## src/rtl/ahb_req_master.sv

```systemverilog
// ahb_req_master: queued AHB-Lite master. Requests are buffered in a FIFO
// and issued as single NONSEQ transfers with pipelined address/data phases.
// Ports:
//   clk, rst            clock, synchronous active-high reset
//   req_*               request port (valid/ready), write/size/addr/wdata
//   rsp_*               one-cycle response pulse with write flag, rdata, err
//   scsu_m_ahb_mh*      registered AHB master outputs
//   ahb_scsu_m_sh*      AHB slave return signals (rdata, ready, resp)
module ahb_req_master #(
  parameter int FIFO_DEPTH = 4
) (
  input  logic        clk,
  input  logic        rst,
  input  logic        req_valid,
  output logic        req_ready,
  input  logic        req_write,
  input  logic [1:0]  req_size,
  input  logic [13:1] req_addr,
  input  logic [15:0] req_wdata,
  output logic        rsp_valid,
  output logic        rsp_write,
  output logic [15:0] rsp_rdata,
  output logic        rsp_err,
  output logic [1:0]  scsu_m_ahb_mhtrans,
  output logic [1:0]  scsu_m_ahb_mhsize,
  output logic        scsu_m_ahb_mhwrite,
  output logic [13:1] scsu_m_ahb_mhaddr,
  output logic [15:0] scsu_m_ahb_mhwdata,
  input  logic [15:0] ahb_scsu_m_shrdata,
  input  logic        ahb_scsu_m_shready,
  input  logic [1:0]  ahb_scsu_m_shresp
);

  localparam int PW = (FIFO_DEPTH > 1) ? $clog2(FIFO_DEPTH) : 1;
  localparam int CW = PW + 1;

  localparam logic [1:0] HT_IDLE   = 2'b00;
  localparam logic [1:0] HT_NONSEQ = 2'b10;
  localparam logic [1:0] HR_ERROR  = 2'b01;

  typedef struct packed {
    logic        write;
    logic [1:0]  size;
    logic [13:1] addr;
    logic [15:0] wdata;
  } req_t;

  typedef enum logic [2:0] {
    IDLE,
    ADDR,
    ADDR_DATA,
    DATA,
    ERR_CANCEL
  } state_t;

  state_t state, state_n;

  req_t          fifo [FIFO_DEPTH];
  logic [PW-1:0] wr_ptr;
  logic [PW-1:0] rd_ptr;
  logic [PW-1:0] nx_ptr;
  logic [PW-1:0] hd_idx;
  logic [CW-1:0] cnt;

  logic push;
  logic pop;
  logic ld_addr;
  logic dp_ld;
  logic dp_done;
  logic any;
  logic more;
  logic hready;
  logic herr;
  logic dp_write;

  assign hready    = ahb_scsu_m_shready;
  assign herr      = (ahb_scsu_m_shresp == HR_ERROR);
  assign req_ready = (cnt != CW'(FIFO_DEPTH));
  assign push      = req_valid && req_ready;
  assign any       = (cnt != '0);
  // Entries left once the current head has been popped.
  assign more      = (cnt > CW'(1));
  assign nx_ptr    = rd_ptr + PW'(1);
  // The address loaded at an acceptance edge is the post-pop head.
  assign hd_idx    = pop ? nx_ptr : rd_ptr;

  always_ff @(posedge clk) begin
    if (rst) begin
      wr_ptr <= '0;
      rd_ptr <= '0;
      cnt    <= '0;
    end else begin
      if (push) begin
        wr_ptr <= wr_ptr + PW'(1);
      end
      if (pop) begin
        rd_ptr <= nx_ptr;
      end
      cnt <= cnt + CW'(push) - CW'(pop);
    end
  end

  always_ff @(posedge clk) begin
    if (push) begin
      fifo[wr_ptr] <= {req_write, req_size, req_addr, req_wdata};
    end
  end

  always_ff @(posedge clk) begin
    if (rst) begin
      state <= IDLE;
    end else begin
      state <= state_n;
    end
  end

  always_comb begin
    state_n = state;
    pop     = 1'b0;
    ld_addr = 1'b0;
    dp_ld   = 1'b0;
    dp_done = 1'b0;
    unique case (state)
      IDLE: begin
        if (hready && any) begin
          ld_addr = 1'b1;
          state_n = ADDR;
        end
      end
      ADDR, ADDR_DATA: begin
        if (hready) begin
          dp_done = (state == ADDR_DATA);
          pop     = 1'b1;
          dp_ld   = 1'b1;
          ld_addr = more;
          state_n = more ? ADDR_DATA : DATA;
        end else if (state == ADDR_DATA && herr) begin
          // First ERROR cycle: drop the pending address, keep its entry.
          state_n = ERR_CANCEL;
        end
      end
      DATA, ERR_CANCEL: begin
        if (hready) begin
          dp_done = 1'b1;
          ld_addr = any;
          state_n = any ? ADDR : IDLE;
        end
      end
      default: begin
        state_n = IDLE;
      end
    endcase
  end

  always_ff @(posedge clk) begin
    if (rst) begin
      scsu_m_ahb_mhtrans <= HT_IDLE;
      scsu_m_ahb_mhsize  <= '0;
      scsu_m_ahb_mhwrite <= 1'b0;
      scsu_m_ahb_mhaddr  <= '0;
      scsu_m_ahb_mhwdata <= '0;
      dp_write           <= 1'b0;
      rsp_valid          <= 1'b0;
      rsp_write          <= 1'b0;
      rsp_rdata          <= '0;
      rsp_err            <= 1'b0;
    end else begin
      if (state_n == ADDR || state_n == ADDR_DATA) begin
        scsu_m_ahb_mhtrans <= HT_NONSEQ;
      end else begin
        scsu_m_ahb_mhtrans <= HT_IDLE;
      end
      if (ld_addr) begin
        scsu_m_ahb_mhsize  <= fifo[hd_idx].size;
        scsu_m_ahb_mhwrite <= fifo[hd_idx].write;
        scsu_m_ahb_mhaddr  <= fifo[hd_idx].addr;
      end
      if (dp_ld) begin
        dp_write <= fifo[rd_ptr].write;
        if (fifo[rd_ptr].write) begin
          scsu_m_ahb_mhwdata <= fifo[rd_ptr].wdata;
        end else begin
          scsu_m_ahb_mhwdata <= '0;
        end
      end
      rsp_valid <= dp_done;
      if (dp_done) begin
        rsp_write <= dp_write;
        rsp_rdata <= dp_write ? '0 : ahb_scsu_m_shrdata;
        rsp_err   <= herr;
      end
    end
  end

endmodule

```

## config.mk

```make
export PLATFORM = sky130hd
export DESIGN_NAME = ahb_req_master
export DESIGN_NICKNAME = d
export VERILOG_FILES = /design/src/rtl/ahb_req_master.sv
export SDC_FILE = /design/constraint.sdc
export NUM_CORES = 1
export LEC_CHECK = 0
export CAP_MARGIN = 10
export CORE_UTILIZATION = 51
export CTS_BUF_LIST = sky130_fd_sc_hd__clkbuf_2
export DETAILED_ROUTE_END_ITERATION = 7
export PLACE_DENSITY = 0.82
export SLEW_MARGIN = 10
export SYNTH_ARGS = -nofsm -noshare
export SYNTH_HDL_FRONTEND = slang
export SYNTH_SLANG_ARGS = --single-unit
```

## constraint.sdc

```tcl
create_clock -name clk -period 2.25 [get_ports clk]
set_input_delay 0.5625 -clock clk [delete_from_list [all_inputs] [get_ports clk]]
set_output_delay 0.5625 -clock clk [all_outputs]
set_load 0.05 [all_outputs]
```

-- Word-level counts from Yosys, hierarchy flattened
Memory sizes are Yosys's and may differ from the RTL's. A register that Yosys moved wholly into a read port is not among the register bits.
Cells that the tools add are included.
- $lt $le $gt $ge: 1
- mux-type cells: 22
- eq/ne operators: 8
- $add $sub $neg: 4
- reduce and logical (&&, ||, !) cells: 8
- operators with widths (cell ; number):
    $mux 16 ; 2
    $mux 3 ; 4
    $mux 1 ; 10
    $eq 3x2->1 const B ; 3
    $pmux 3 s3 ; 1
    $eq 3x1->1 const B ; 2
    $mux 2 ; 3
    $add 2x1->2 const B ; 2
    $reduce_or 2->1 ; 2
    $add 3x1->3 ; 1
    $eq 3x3->1 const B ; 1
    $gt 3x1->1 const B ; 1
    $logic_and 1x1->1 ; 3
    $logic_not 3->1 ; 1
    $ne 3x3->1 const B ; 1
    $pmux 1 s3 ; 1
    $reduce_bool 3->1 ; 1
    $sub 3x1->3 ; 1
    $eq 2x1->1 const B ; 1
    $pmux 1 s2 ; 1
    $logic_or 1x1->1 ; 1
- logic and storage cells: 55
- register bits: 48
- input port bits: 54
- output and inout port bits: 54
- memories kept: 1
- bits in writable memories: 128
- memories (memory ; words ; bits a word ; rd ports ; clocked after memory_dff ; wr ports ; RTL line ; RTL):
    fifo ; 4 ; 32 ; 2 ; 2 ; 1 ; 58 ; req_t fifo [FIFO_DEPTH];

-- Longest topological paths before layout
- depth after elaboration: 8
- mapped depth: 11
- depth with buffers taken out: 10

-- Worst setup path after synthesis
Ideal clock, no wire load.
- kind: flip-flop to flip-flop
- from: reg cnt[2]
- to: reg cnt[1]
- data arrival time: 2236 ps
- clock period less this slack: 2367 ps
- buffers on the path: 0
- cell stages (with the launch flop): 10
- library setup time: 131 ps
- slack: -117 ps
- data required time: 2119 ps
- path through: dfxtp_1 inv_1 or3_1 and2_1 inv_1 ha_1 inv_1 ha_1 fa_1 nor2b_1
- longest elaborated chain between the ends: 4
- ends and longest elaborated chain (what ; RTL line ; RTL):
    from (decl) ; 63 ; logic [CW-1:0] cnt;
    from (signal assigned) ; 99 ; cnt <= cnt + CW'(push) - CW'(pop);
    $ne 3x3->1 ; 78 ; assign req_ready = (cnt != CW'(FIFO_DEPTH));
    named net req_ready ; 15 ; output logic req_ready,
    $logic_and 1x1->1 ; 79 ; assign push = req_valid && req_ready;
    $add 3x1->3 ; 99 ;
    $sub 3x1->3 ; 99 ;
The timed path passes the listed nets, and every way through them passes these cells.
A chain may end at the register's enable or synchronous reset.

-- Final worst setup path
- from: reg cnt[0]
- to: out req_ready
- longest elaborated chain between the ends: 1
- ends and longest elaborated chain (what ; RTL line):
    $ne 3x3->1 ; 78
    to (decl) ; 15
No other way between the ends.

==> run summary <==
status: finished with violations
violated checks: design-rule violations
FFs w/ async S/R, synth: 0%
total I/O pin count: 108
Total GRT Usage: 19.83%
1st-pass router iterations: 8
R2R Path End: cnt[1]
clk_lat worst skew: 0.72 ns
Yosys top cell by area: edfxtp_1
Post-DRT Antenna Nets: 0
post-placement cell count: 762
antenna violations before repair: 1
Worst Max-Slew Pin Slew: 0.5865 ns
worst path required time: 1.69 ns
total CTS buffers: 17
CTS Buffer Depth: 2
Slew Limit Fails: 0
Final WS setup: 0.03227 ns
Clock Power Share: 18.5%
Max Clk Rate: 450.9 MHz
Remaining Overflow, GRT: 0
Hold Crit Depth: 2
vias in the first global route: 4770
chip height: 125.1 um
grt met1 use: 23.90%
CP Class: reg2out
share of the synthesized area in the top cell type: 49.72%
Reg clk slew, reported paths: 0.23 ns
DRC: 22
Routed WL per cell: 18.78 um
number of synthesized flops with an enable pin: 128
Core Footprint: 14640 um^2
dominant cells by area after synthesis: edfxtp_1 (50%), dfxtp_1 (16%), mux4_2 (14%)
commonest non-fill, non-tap cells in the layout: edfxtp_1 (128), dfxtp_1 (59), clkdlybuf4s50_1 (52), mux4_2 (48), clkbuf_2 (46)
Mapped Area: 7731 um^2
Yosys reg bits: 191
DP Area: 9086 um^2
final non-filler cell total: 797
Post-DP HPWL: 9357 um
final core occ: 63.20%
WHS Endpoint: state[2]
total wire length: 14970 um
Mean Syn Cell Area: 15.88 um^2
Max Clock Skew: 0.02616 ns
vias post-DR: 4569
clock sinks: 191
grt met3 use: 4.108%
setup TNS: 0 ns
first-pass GRT wire length: 23690 um
Die X: 125.1 um
num rows: 44
DP Worst Slack: -0.2483 ns
switch share: 33.79%
CTS tree: built
initial core utilization: 52.79%
RePlAce Congestion: 0.7408
Layout area overhead: 19.71%
Slew HR: 60.85%
RSZ-0062 raised after global routing: yes
Worst Path Arrival: 1.66 ns
yosys warns: 0
Peak VDD IR: 0.0006550 V
hold crit path type: in2reg
Internal: 5.951 mW
multi-input logic area: 2445 um^2
PD cells: 971.2 nW/um^2
crit end category: primary output
post-synthesis sequential area ratio: 66.03%
Net Count, Synth: 550
NetSw: 3.038 mW
Pleak: 3.085 nW
Combinational Power Share: 31.8%
most common cell after layout, fill and taps aside: edfxtp_1
Layout fillers: 1069
commonest register cell after synthesis: edfxtp_1
hold path start: rst
Unique masters post-synth: 46
register area: 5110 um^2
Via density: 5.733
global route hottest layer: met2
Fin. Hold Viols: 0
Worst Path Max Fanout: 6
Final nets: 663
pin count of the biggest net entering global routing: 44
H-tree levels: 4
period utilization: 98.57%
clock root cell: clkbuf_2
Mapped Cells: 487
final setup fails: 0
sequential share of power: 49.7%
R2R cell count: 9
Fin Hold WS: 0.08925 ns
RR Startpoint: cnt[0]
CP startpoint kind: flip-flop
layout cell share with drive strength beyond 1: 28.92%
Max Cap Violations: 0
total power: 8.989 mW
met2 Use GR: 34.21%
initial DRC count: 342
post-route cell area: 9255 um^2
minimum clock period: 2.218 ns
r2r setup slk: 0.04 ns
count of input and output buffers: 106
area of the die: 15660 um^2
## routing by layer
| layer | vias up | routed length [um] |
|---|---|---|
| li1 | 2111 | - |
| met1 | 2280 | 6187 |
| met2 | 155 | 7571 |
| met3 | 23 | 849 |
| met4 | 0 | 361 |
| met5 | - | 0 |
## worst max-delay path by stage
| stage | start | endpoint | slack [ns] | cells after the start |
|---|---|---|---|---|
| global placement | ahb_scsu_m_shready | cnt[1] | -0.22 | 9 |
| global route | cnt[2] | req_ready | -0.09 | 3 |
| CTS | cnt[2] | req_ready | -0.08 | 3 |
| detailed placement | ahb_scsu_m_shready | cnt[1] | -0.25 | 9 |
| finish | cnt[0] | req_ready | 0.03 | 2 |
| floorplan | state[0] | cnt[1] | 0.05 | 10 |
## kinds of logic after synthesis
kind of cell             count (synthesis)  share of synthesized area (%)
flip-flops                             191                          66.03
AND/OR/NAND/NOR                        104                          6.862
AO/OA/AOI/OAI                           79                          7.493
multiplexers                            53                          14.71
buffers and inverters                   45                          2.638
adder cells (fa/ha/maj)                  9                          1.554
XOR/XNOR                                 5                         0.6637
other                                    1                        0.04850
## final cells by class
cell class,count,share of cell area (%)
inverters,10,0.4056
clock inverters,13,1.595
flip-flops and latches,191,55.21
repair buffers,129,12.88
diodes,1,0.02704
multi-input cells,251,26.42
well taps,184,2.487
clock buffers,18,0.9734
## synth_stat cells (2+ instances only)
| cell | number |
|---|---|
| edfxtp_1 | 128 |
| dfxtp_1 | 63 |
| mux4_2 | 48 |
| a21oi_1 | 37 |
| nor2_1 | 27 |
| nand2_1 | 23 |
| buf_2 | 19 |
| nand3_1 | 17 |
| nor3b_1 | 17 |
| o22ai_1 | 16 |
| clkbuf_1 | 12 |
| o2bb2ai_2 | 10 |
| inv_1 | 9 |
| ha_1 | 8 |
| nor2b_1 | 6 |
| o2bb2ai_1 | 6 |
| and3_1 | 4 |
| mux2i_1 | 3 |
| and2_1 | 2 |
| buf_1 | 2 |
| o21ai_0 | 2 |
| or3_1 | 2 |
| xnor2_1 | 2 |
| xor2_1 | 2 |
## flip-flops by register name (all words and copies together) (netlist names)
signal / cells
dp_write: 1
rsp_write: 1
fifo: 128
scsu_m_ahb_mhaddr: 13
rsp_rdata: 16
cnt: 3
rsp_valid: 1
scsu_m_ahb_mhtrans: 1
wr_ptr: 2
rd_ptr: 2
scsu_m_ahb_mhwrite: 1
scsu_m_ahb_mhsize: 2
scsu_m_ahb_mhwdata: 16
rsp_err: 1
state: 3
## timing repair
action,4_1_cts,5_1_grt
endpoints found under the setup margin,53,43
pin swaps,1,1
buffers inserted,3,0
hold buffers,0,0
resized for setup,106,52
## worst max-delay path, cell delays in order, from the launching register on
cell	delay, ns
dfxtp_2	0.40
or3_4	0.39
buf_8	0.16
## power by group through the flow
stage / clock (mW) / sequential, mW / combinational, mW
final: 1.66 / 4.47 / 2.86
after detailed placement: 0 / 4.54 / 2.92
after floorplan: 0 / 5.05 / 1.47
after CTS: 1.71 / 4.47 / 2.88
after global placement: 0 / 4.51 / 2.84
after global routing: 1.83 / 4.52 / 3.03
No activity file was read; power rests on OpenSTA's default activity.
==> edit, RTL diff (same settings) <==
`FIFO_DEPTH`: 4 -> 8.
--- a/src/rtl/ahb_req_master.sv
+++ b/src/rtl/ahb_req_master.sv
@@ -7,7 +7,7 @@
 //   scsu_m_ahb_mh*      registered AHB master outputs
 //   ahb_scsu_m_sh*      AHB slave return signals (rdata, ready, resp)
 module ahb_req_master #(
-  parameter int FIFO_DEPTH = 4
+  parameter int FIFO_DEPTH = 8
 ) (
   input  logic        clk,
   input  logic        rst,
Behaviour: not the same (a bounded check fails within 10 cycles, from zero or initial values and one cycle with rst high).
==> edit against the unedited design <==
  * Via count up 70%
  * Power grew 66%
  * Setup slack better by 0.032 ns
  * Global-route usage rose by 2.6 points
  * Wire length increased by 83%
  * Die area rose by 60%
  * Sequential cell count rose by 131
  * Worst hold slack better by 0.055 ns
  * Register-to-register slack gained 0.02 ns
  * Clock power is 110% higher
  * Cell area is 64% higher
  * Area after synthesis is 61% higher
  * Fmax increased by 1.5%
  * Critical endpoint is now scsu_m_ahb_mhaddr[3]
==> edit: results <==
set metrics [dict create \
    path_delay_family "compound AO/OA/AOI/OAI gates" \
    crit_start "state[1]" \
    first_iter_violations 652 \
    post-dp-hpwl_mm 16.6 \
    wl_met1_mm 10.7 \
    tightest_slew_ns 0.894 \
    muxShareOfSynthArea_pct 9.38 \
    drtPass1Iterations 5 \
    syn_inst 801 \
    grt_start_max_net_pins 47 \
    cp.arrival_ns 2.88 \
    dp_cells 1250 \
    layout.cells.non_filler 1392 \
    finalPower_w 0.0149 \
    reg2reg_depth 8 \
    synth_fa_ha_area_share_pct 0.967 \
    reg_top3 "fifo x256, rsp_rdata x16, scsu_m_ahb_mhwdata x16" \
    antenna_found_initial 2 \
    met3WireLength_mm 2.21 \
    combPwrFrac_pct 28.2 \
    clkTransAtPathRegs_ns 0.10 \
    synthTopCellsByCount "edfxtp_1 (256), nand2_1 (100), dfxtp_1 (66), nor2_1 (57), a21oi_1 (39)" \
    cts_buffer_depth 3 \
    drive_above_1_share_pct 28.8 \
    status "completed" \
    synth_compound_area_share_pct 6.61 \
    worstSkewPairLatency_ns 0.84 \
    cp_slowest_cell "a31oi_1" \
    wl_mm 27.4 \
    synthDistinctLibCells 52 \
    period_minus_slack_ns 2.19 \
    internal_power_w 0.00999 \
    postPlaceCellArea_um2 14500 \
    track_usage_pct 22.5 \
    finClkSkew_ns 0.0851 \
    pre_cts_slack_ns -0.563 \
]
## edit: cell types whose count changed after synthesis, moves of 12 or more
cell      change
a211oi_1     +12
a22oi_1      +16
clkbuf_1     +13
edfxtp_1    +128
mux2i_1      +31
mux4_2       -14
nand2_1      +77
nor2_1       +30
## edit: worst reg2reg max path, delay by kind of cell (launching register included)
kind	cells	cell delay (ns)
AO/OA/AOI/OAI	3	0.76
XOR/XNOR	1	0.22
buffers and inverters	2	0.35
flip-flops	1	0.38
AND/OR/NAND/NOR	2	0.38
## edit: area by class of cell
class	instances	area, um^2	area share, %
diodes	2	5.00	0.0330
clock buffers	111	556	3.66
clock inverters	26	111	0.735
inverters	14	52.6	0.347
multi-input cells	420	3260	21.5
flip-flops and latches	322	9010	59.5
well taps	319	399	2.63
repair buffers	178	1760	11.6
## edit: repair_timing
item / CTS / global route
pin swaps: 0 / 1
cloned: 0 / 0
setup endpoints to repair: 64 / 32
buffers inserted: 0 / 3
gates resized for setup: 155 / 28
